### src/rtl/serial_config_engine.sv
// Serialises a flat configuration vector onto the chip's config chain,
// reading the previous chain contents back to detect upsets.
module serial_config_engine #(
    parameter int NUM_REGS   = 12,
    parameter int REG_W      = 8,
    parameter int CLK_DIV    = 4,
    parameter int RST_CYC    = 4,
    parameter int CAPT_CYC   = 2,
    parameter bit AUTO_START = 1'b1
) (
    input  logic                      clkin,
    input  logic                      rst_n,
    input  logic                      start,
    input  logic                      reset_en,
    input  logic [NUM_REGS*REG_W-1:0] cfg_data,
    input  logic                      sdo_in,
    output logic                      p_sck,
    output logic                      p_sda,
    output logic                      p_scapt,
    output logic                      p_reset,
    output logic                      busy,
    output logic                      done,
    output logic [NUM_REGS*REG_W-1:0] readback,
    output logic                      mismatch
);

    localparam int N    = NUM_REGS * REG_W;
    localparam int BW   = $clog2(N + 1);
    localparam int DW   = $clog2(CLK_DIV + 1);
    localparam int PMAX = (RST_CYC > CAPT_CYC) ? RST_CYC : CAPT_CYC;
    localparam int PW   = $clog2(PMAX + 1);

    localparam logic [BW-1:0] BIT_LAST  = BW'(N - 1);
    localparam logic [DW-1:0] DIV_LAST  = DW'(CLK_DIV - 1);
    localparam logic [PW-1:0] RST_LAST  = PW'(RST_CYC - 1);
    localparam logic [PW-1:0] CAPT_LAST = PW'(CAPT_CYC - 1);

    typedef enum logic [2:0] {
        S_IDLE,
        S_RESET,
        S_SHIFT_LO,
        S_SHIFT_HI,
        S_CAPTURE,
        S_FIN
    } state_e;

    state_e         state_q, state_d;
    logic [N-1:0]   sr_q, sr_d;
    logic [N-1:0]   new_snap_q, new_snap_d;
    logic [N-1:0]   snap_q, snap_d;
    logic [N-1:0]   rb_q, rb_d;
    logic           ren_q, ren_d;
    logic           prev_valid_q, prev_valid_d;
    logic           mismatch_q, mismatch_d;
    logic [BW-1:0]  bit_q, bit_d;
    logic [DW-1:0]  div_q, div_d;
    logic [PW-1:0]  ph_q, ph_d;
    logic           trig;

    // Only a pulse or an unprogrammed difference starts a transfer
    assign trig = start | (AUTO_START && (cfg_data != snap_q));

    // Outputs decode straight from the state so reset forces them low at once
    assign p_reset  = (state_q == S_RESET);
    assign p_sck    = (state_q == S_SHIFT_HI);
    assign p_scapt  = (state_q == S_CAPTURE);
    assign p_sda    = ((state_q == S_SHIFT_LO) || (state_q == S_SHIFT_HI))
                      & sr_q[N-1];
    assign busy     = p_reset | p_scapt
                      | (state_q == S_SHIFT_LO) | (state_q == S_SHIFT_HI);
    assign done     = (state_q == S_FIN);
    assign readback = rb_q;
    assign mismatch = mismatch_q;

    // Next-state and datapath updates for the transfer sequencer
    always_comb begin
        state_d      = state_q;
        sr_d         = sr_q;
        new_snap_d   = new_snap_q;
        snap_d       = snap_q;
        rb_d         = rb_q;
        ren_d        = ren_q;
        prev_valid_d = prev_valid_q;
        mismatch_d   = mismatch_q;
        bit_d        = bit_q;
        div_d        = div_q;
        ph_d         = ph_q;
        unique case (state_q)
            S_IDLE: begin
                if (trig) begin
                    sr_d       = cfg_data;
                    new_snap_d = cfg_data;
                    ren_d      = reset_en;
                    bit_d      = '0;
                    div_d      = '0;
                    ph_d       = '0;
                    state_d    = reset_en ? S_RESET : S_SHIFT_LO;
                end
            end
            S_RESET: begin
                if (ph_q == RST_LAST) begin
                    ph_d    = '0;
                    state_d = S_SHIFT_LO;
                end else begin
                    ph_d = ph_q + 1'b1;
                end
            end
            S_SHIFT_LO: begin
                if (div_q == DIV_LAST) begin
                    div_d   = '0;
                    state_d = S_SHIFT_HI;
                end else begin
                    div_d = div_q + 1'b1;
                end
            end
            S_SHIFT_HI: begin
                if (div_q == '0) begin
                    rb_d = {rb_q[N-2:0], sdo_in};
                end
                if (div_q == DIV_LAST) begin
                    div_d   = '0;
                    sr_d    = {sr_q[N-2:0], 1'b0};
                    bit_d   = bit_q + 1'b1;
                    state_d = (bit_q == BIT_LAST) ? S_CAPTURE : S_SHIFT_LO;
                end else begin
                    div_d = div_q + 1'b1;
                end
            end
            S_CAPTURE: begin
                if (ph_q == CAPT_LAST) begin
                    ph_d    = '0;
                    state_d = S_FIN;
                end else begin
                    ph_d = ph_q + 1'b1;
                end
            end
            S_FIN: begin
                mismatch_d   = prev_valid_q & ~ren_q & (rb_q != snap_q);
                snap_d       = new_snap_q;
                prev_valid_d = 1'b1;
                state_d      = S_IDLE;
            end
            default: state_d = S_IDLE;
        endcase
    end

    // State and datapath registers, cleared asynchronously
    always_ff @(posedge clkin or negedge rst_n) begin
        if (!rst_n) begin
            state_q      <= S_IDLE;
            sr_q         <= '0;
            new_snap_q   <= '0;
            snap_q       <= '0;
            rb_q         <= '0;
            ren_q        <= 1'b0;
            prev_valid_q <= 1'b0;
            mismatch_q   <= 1'b0;
            bit_q        <= '0;
            div_q        <= '0;
            ph_q         <= '0;
        end else begin
            state_q      <= state_d;
            sr_q         <= sr_d;
            new_snap_q   <= new_snap_d;
            snap_q       <= snap_d;
            rb_q         <= rb_d;
            ren_q        <= ren_d;
            prev_valid_q <= prev_valid_d;
            mismatch_q   <= mismatch_d;
            bit_q        <= bit_d;
            div_q        <= div_d;
            ph_q         <= ph_d;
        end
    end

endmodule

### config.mk
export PLATFORM = sky130hd
export DESIGN_NAME = serial_config_engine
export DESIGN_NICKNAME = d
export VERILOG_FILES = /design/src/rtl/serial_config_engine.sv
export SDC_FILE = /design/constraint.sdc
export NUM_CORES = 1
export LEC_CHECK = 0
export CAP_MARGIN = 20
export CORE_MARGIN = 10
export CORE_UTILIZATION = 25
export DETAILED_ROUTE_END_ITERATION = 6
export MAX_ROUTING_LAYER = met4
export PLACE_DENSITY_LB_ADDON = 0.15
export SLEW_MARGIN = 0
export SYNTH_ARGS = -nofsm -noshare
export SYNTH_HDL_FRONTEND = slang
export SYNTH_SLANG_ARGS = --single-unit
### constraint.sdc
create_clock -name clkin -period 3.9 [get_ports clkin]
set_input_delay 0.39 -clock clkin [delete_from_list [all_inputs] [get_ports clkin]]
set_output_delay 0.39 -clock clkin [all_outputs]
set_load 0.1 [all_outputs]
Word-level counts from Yosys, hierarchy flattened

Index checks and enable logic that the tools add are counted.

Mux-type cells: 20
Bitwise logic cells: 8
Equal/unequal tests: 16
Reduce and logical (&&, ||, !) cells: 13
Add/sub/neg operators: 3

Operators with widths:

| kind                                                   | number |
|---|---|
| 2-to-1 mux 96 bit                                      | 2 |
| inequality test 96 bit                                 | 2 |
| case mux 96 bit (2 select lines)                       | 1 |
| 2-to-1 mux 3 bit                                       | 10 |
| case mux 3 bit (5 select lines)                        | 1 |
| 2-to-1 mux 7 bit                                       | 2 |
| case mux 7 bit (2 select lines)                        | 1 |
| equality test 3 x 2 -> 1 bit (second input constant)   | 4 |
| case mux 3 bit (3 select lines)                        | 1 |
| inequality test 2 x 1 -> 1 bit (second input constant) | 4 |
| AND reduction 2 bit                                    | 4 |
| adder 7 x 1 -> 7 bit (second input constant)           | 1 |
| equality test 7 bit (second input constant)            | 1 |
| adder 3 x 1 -> 3 bit (second input constant)           | 2 |
| equality test 3 x 1 -> 1 bit (second input constant)   | 2 |
| equality test 3 bit (second input constant)            | 2 |
| logical NOT 3 bit                                      | 2 |
| case mux 3 bit (2 select lines)                        | 1 |
| AND reduction 5 bit                                    | 1 |
| bitwise OR 1 bit                                       | 4 |
| nonzero test 2 bit                                     | 2 |
| AND 1 bit                                              | 3 |
| AND reduction 3 bit                                    | 1 |
| nonzero test 3 bit                                     | 1 |
| 5 further kinds                                        | 5 |

Logic and storage cells: 71
Bits in registers: 403
Output and inout bits: 103
Bits of input ports: 101

Longest topological paths before layout

Gate-level depths: netlist of the first run.

Depth after elaboration: 4
Gate-level depth with buffers: 11
Mapped depth without buffers: 7

Least setup slack after synthesis of the first run

No wires, ideal clock.

Path type: reg2reg
Start: register state_q[0]
End: register ph_q[1]
Setup time: 88 ps
Stages on the path, launching flop included: 8
Buffers on the path: 1
Data required time: 3812 ps
Period minus slack after synthesis: 3619 ps
Setup slack: 281 ps
Arrival: 3531 ps
Cell sequence: dfrtp_1 clkbuf_1 inv_1 nor3_1 a21o_1 nand2b_1 and2_1 a41oi_1

Longest elaborated chain between the ends: 3
Elaborated cells between the ends (all ways): 7

Ends and longest elaborated chain:

| item                             | RTL line | text |
|---|---|---|
| from (decl)                      | 47       | `state_e state_q, state_d;` |
| from (signal assigned)           | 162      | `state_q <= state_d;` |
| equality test 3 x 1 -> 1 bit (*) | -        |  |
| net p_reset                      | 20       | `output logic p_reset,` |
| nonzero test 3 bit (no line)     | -        |  |
| AND reduction 2 bit (no line)    | -        |  |
| to (signal assigned)             | 172      | `ph_q <= ph_d;` |
| to (decl)                        | 57       | `logic [PW-1:0] ph_q, ph_d;` |

The timed path passes the listed nets; every way through them passes the cells marked *.
A chain may end at the register's enable or synchronous reset.

Worst setup path after layout of the first run

Start: register snap_q[45]
End: register sr_q[4]

Longest elaborated chain between the ends: 4

Ends and longest elaborated chain:

| item                            | RTL line | text |
|---|---|---|
| from (decl)                     | 50       | `logic [N-1:0] snap_q, snap_d;` |
| from (signal assigned)          | 165      | `snap_q <= snap_d;` |
| inequality test 96 bit          | 61       | `assign trig = start \| (AUTO_START && (cfg_data != snap_q));` |
| bitwise OR 1 bit                | 61       |  |
| inequality test 2 bit (no line) | -        |  |
| AND reduction 3 bit (no line)   | -        |  |
| to (signal assigned)            | 163      | `sr_q <= sr_d;` |
| to (decl)                       | 48       | `logic [N-1:0] sr_q, sr_d;` |

Every way passes these cells.

==> flow_summary.ini, run 1 <==
[outcome]
status = finished clean

[worst_setup_path]
cp_common_cell = buf_4
endpoint_kind = flip-flop
r2r-start = snap_q[45]
cp.required_ns = 4.36
critPathBufInv = 3
crit_path_top_delay_cell = or4_1
r2r_setup_slack_ns = 0.42
reg2reg_depth = 10
start_kind = flip-flop
r2r-end = sr_q[4]
crit_type = flip-flop to flip-flop
cp_max_fo = 21
cpLargestDelayFamily = simple AND/OR/NAND/NOR gates
cp_slowest_stage_delay_ns = 0.51
path_cells = nor2b_1 -> a2111oi_0 -> buf_4 -> nand4_1 -> or4_1 -> or4_4 -> a31oi_4 -> buf_4 -> buf_12 -> mux2_1
arrival_ns = 3.94

[pwr]
finalPower_mw = 9.30
combPwrFrac_pct = 5.1
p_leak_nw = 12.1
power_switching_share_pct = 23.4
power.sequential.fraction_pct = 45.1
switchingPower_mw = 2.18
power.internal_mw = 7.12
clockPowerShare_pct = 49.8
ir_drop_mv = 0.296
powerDensity_nw_per_um2 = 391

[synth]
syn_area_um2 = 18700
syn_nets = 1821
yosysWarnings = 0
netlist_instances = 1713
ys.flop_type = dfrtp_1
synth_edf_count = 0
avgSynthCellArea_um2 = 10.9
ys_ff_latch = 403
yosysTopAreaCell = dfrtp_1
ys_seq_area_share_pct = 53.9
async_flop_share_pct = 100
synth.area.top_cells = dfrtp_1, mux2_2, nand2_1, mux2_1, xor2_1
post_synth_num_cell_types = 58
yosys.area.top_type_share_pct = 53.9

[clock_network]
postCtsResizedCells = 0
clock_sinks = 403
cts.reportedPaths.clkPinSlew_ns = 0.06
clock_tree.root_cell = clkbuf_16
cts_buffer_depth = 3
cts_made_buffers = 48
tritoncts = yes
ctsHtreeMaxLevel = 2
clk_latency_ns = 0.60

[hold_path]
holdPathEnd = readback[0]
hp-start = sdo_in
worstHoldPathCells = 2
hp-class = input port to flip-flop

[cells_and_area]
multiInputGateArea_um2 = 8070
nets = 2049
syn2layout_area_growth_pct = 27.1
final-seq-area_um2 = 10100
drive_gt1_share_pct = 17.2
fillers = 7663
layoutNonFillerInstCount = 2949
antenna_cells = 0

[place]
hpwlAfterDp_um = 52400
gp_congestion = 0.876
place_inst = 2859
port_buffers = 203

[sta]
slew_headroom_pct = 23.3
finalMaxSlewViolations = 0
finalCritPeriodShare_pct = 89.3
fin_crit_ns = 3.48
max_slew.worst_pin.slew_ns = 1.15
rsz0062_at_grt = false
hold_violations = 0
setup_viol = 0
skew_ns = 0.0178
setup_tns_ns = 0
fmax_mhz = 287

[grt]
grt_pass1_wl_um = 102000
grt_pass1_vias = 14100
grt_usage_pct = 16.5
antenna_found_initial = 1
grt_max_degree = 116
grt.overflow.total = 0

[route]
vias_per_cell = 4.59
drt_iter0_drc = 920
drtPass1Iterations = 6
route.vias.total = 13500
wire_per_inst_um = 23.7
ant_nets = 0
wl_um = 69800
drt_drc_violations_left = 0

[flow_run]
drv_cap = 0

[floorplanning]
coreArea_um2 = 74300
dieArea_um2 = 86100
die_y_um = 293
start_util_pct = 25.2
die_w_um = 293
rows = 100
io_pins = 204
==> cells in the final DEF (no fill, tap or decap), types with 12 or more instances in the layout <==
| cell type | Yosys | layout |
|---|---|---|
| xnor2_1 | 53 | 53 |
| clkdlybuf4s50_1 | 0 | 196 |
| nand4_1 | 25 | 25 |
| mux2_2 | 196 | 196 |
| o21ai_0 | 27 | 27 |
| clkbuf_1 | 50 | 12 |
| nand2_1 | 541 | 540 |
| dfrtp_1 | 403 | 403 |
| clkbuf_16 | 0 | 49 |
| clkbuf_8 | 0 | 17 |
| buf_4 | 11 | 40 |
| nor4_1 | 31 | 31 |
| inv_1 | 38 | 37 |
| xor2_1 | 105 | 105 |
| mux2_1 | 90 | 90 |
| nor2b_1 | 21 | 21 |
| buf_12 | 0 | 17 |
==> timing repair <==
item,CTS,global route
endpoints found under the setup margin,0,0
hold buffers,1,0
endpoints found under the hold margin,80,0
setup buffers,0,0
==> metrics by stage <==
step / setup slack, ns / hold WS [ns] / area, µm² / util [%]
after floorplan: 0.281 / 0.0944 / 18700 / -
after global placement: -0.0984 / 0.438 / 22100 / 29.8
after detailed placement: -0.0648 / 0.447 / 22100 / 29.8
after CTS: 0.447 / 0.378 / 23800 / 32.0
after global routing: 0.357 / 0.412 / 23800 / 32.0
final: 0.417 / 0.411 / 23800 / 32.0
==> flip-flops by register name (all words and copies together) (netlist names) <==
signal and cells:
ren_q 1, ph_q 3, new_snap_q 96, div_q 3, state_q 3, prev_valid_q 1, readback 96, mismatch 1
sr_q 96, snap_q 96, bit_q 7
==> layer usage <==
metal	share of wire, %	global-route usage, %	vias to the layer above
met5	0	-	-
met4	1.6	3.49	0
met3	3.3	1.86	73
met2	47	26.1	298
met1	48	22.4	6993
li1	-	-	6168
==> cell usage after synthesis, types with 5 or more instances <==
master / count
a2111oi_0: 7
a22o_1: 6
buf_1: 5
buf_4: 11
buf_8: 8
clkbuf_1: 50
dfrtp_1: 403
ha_1: 7
inv_1: 38
mux2_1: 90
mux2_2: 196
nand2_1: 541
nand2b_1: 11
nand3_1: 5
nand4_1: 25
nor2_1: 11
nor2b_1: 21
nor4_1: 31
o21ai_0: 27
o22ai_1: 8
xnor2_1: 53
xor2_1: 105
==> final cells by class <==
type | instances | share of cell area, %
flip-flops and latches | 403 | 42.4
multi-input cells | 1194 | 34.0
repair buffers | 255 | 11.1
clock buffers | 78 | 6.33
well taps | 969 | 5.10
inverters | 39 | 0.626
clock inverters | 11 | 0.500
==> worst max-delay path by stage <==
stage	slack, ns	cells past startpoint	end	startpoint
after global placement	-0.1	11	sr_q[42]	cfg_data[74]
after global routing	0.36	10	sr_q[48]	snap_q[45]
after CTS	0.45	10	sr_q[4]	snap_q[45]
after detailed placement	-0.06	11	sr_q[4]	cfg_data[45]
after floorplan	0.28	7	ph_q[1]	state_q[0]
final	0.42	10	sr_q[4]	snap_q[45]
==> power by group through the flow <==
stage | sequential, mW | clock, mW | combinational, mW
6_report | 4.19 | 4.63 | 0.473
5_1_grt | 4.19 | 4.92 | 0.511
4_1_cts | 4.19 | 4.76 | 0.488
3_5_place_dp | 4.27 | 0 | 0.485
3_3_place_gp | 4.27 | 0 | 0.485
2_1_floorplan | 4.29 | 0 | 0.0891
==> kinds of logic after synthesis <==
logic type      after synthesis  synth area share [%]
buf+inv                     116                  3.08
fa+ha+maj                     7                 0.468
compound gates               80                  3.08
flops                       403                  53.9
xor+xnor                    158                  7.40
simple gates                663                  14.8
mux                         286                  17.2
No activity file was read; power rests on OpenSTA's default activity.
==> run 2, diff against run 1 <==
--- a/config.mk
+++ b/config.mk
@@ -8,9 +8,11 @@
 export CAP_MARGIN = 20
 export CORE_MARGIN = 10
 export CORE_UTILIZATION = 25
+export CTS_CLUSTER_SIZE = 28
 export DETAILED_ROUTE_END_ITERATION = 6
 export MAX_ROUTING_LAYER = met4
 export PLACE_DENSITY_LB_ADDON = 0.15
+export SKIP_LAST_GASP = 1
 export SLEW_MARGIN = 0
 export SYNTH_ARGS = -nofsm -noshare
 export SYNTH_HDL_FRONTEND = slang
==> results of run 2 <==
The final DEF is identical to that of run 1; final timing and power are the same.
==> run 3, diff against run 2 <==
--- a/config.mk
+++ b/config.mk
@@ -8,7 +8,7 @@
 export CAP_MARGIN = 20
 export CORE_MARGIN = 10
 export CORE_UTILIZATION = 25
-export CTS_CLUSTER_SIZE = 28
+export CTS_CLUSTER_SIZE = 20
 export DETAILED_ROUTE_END_ITERATION = 6
 export MAX_ROUTING_LAYER = met4
 export PLACE_DENSITY_LB_ADDON = 0.15
==> results of run 3 <==
The final DEF is identical to that of run 1; final timing and power are the same.
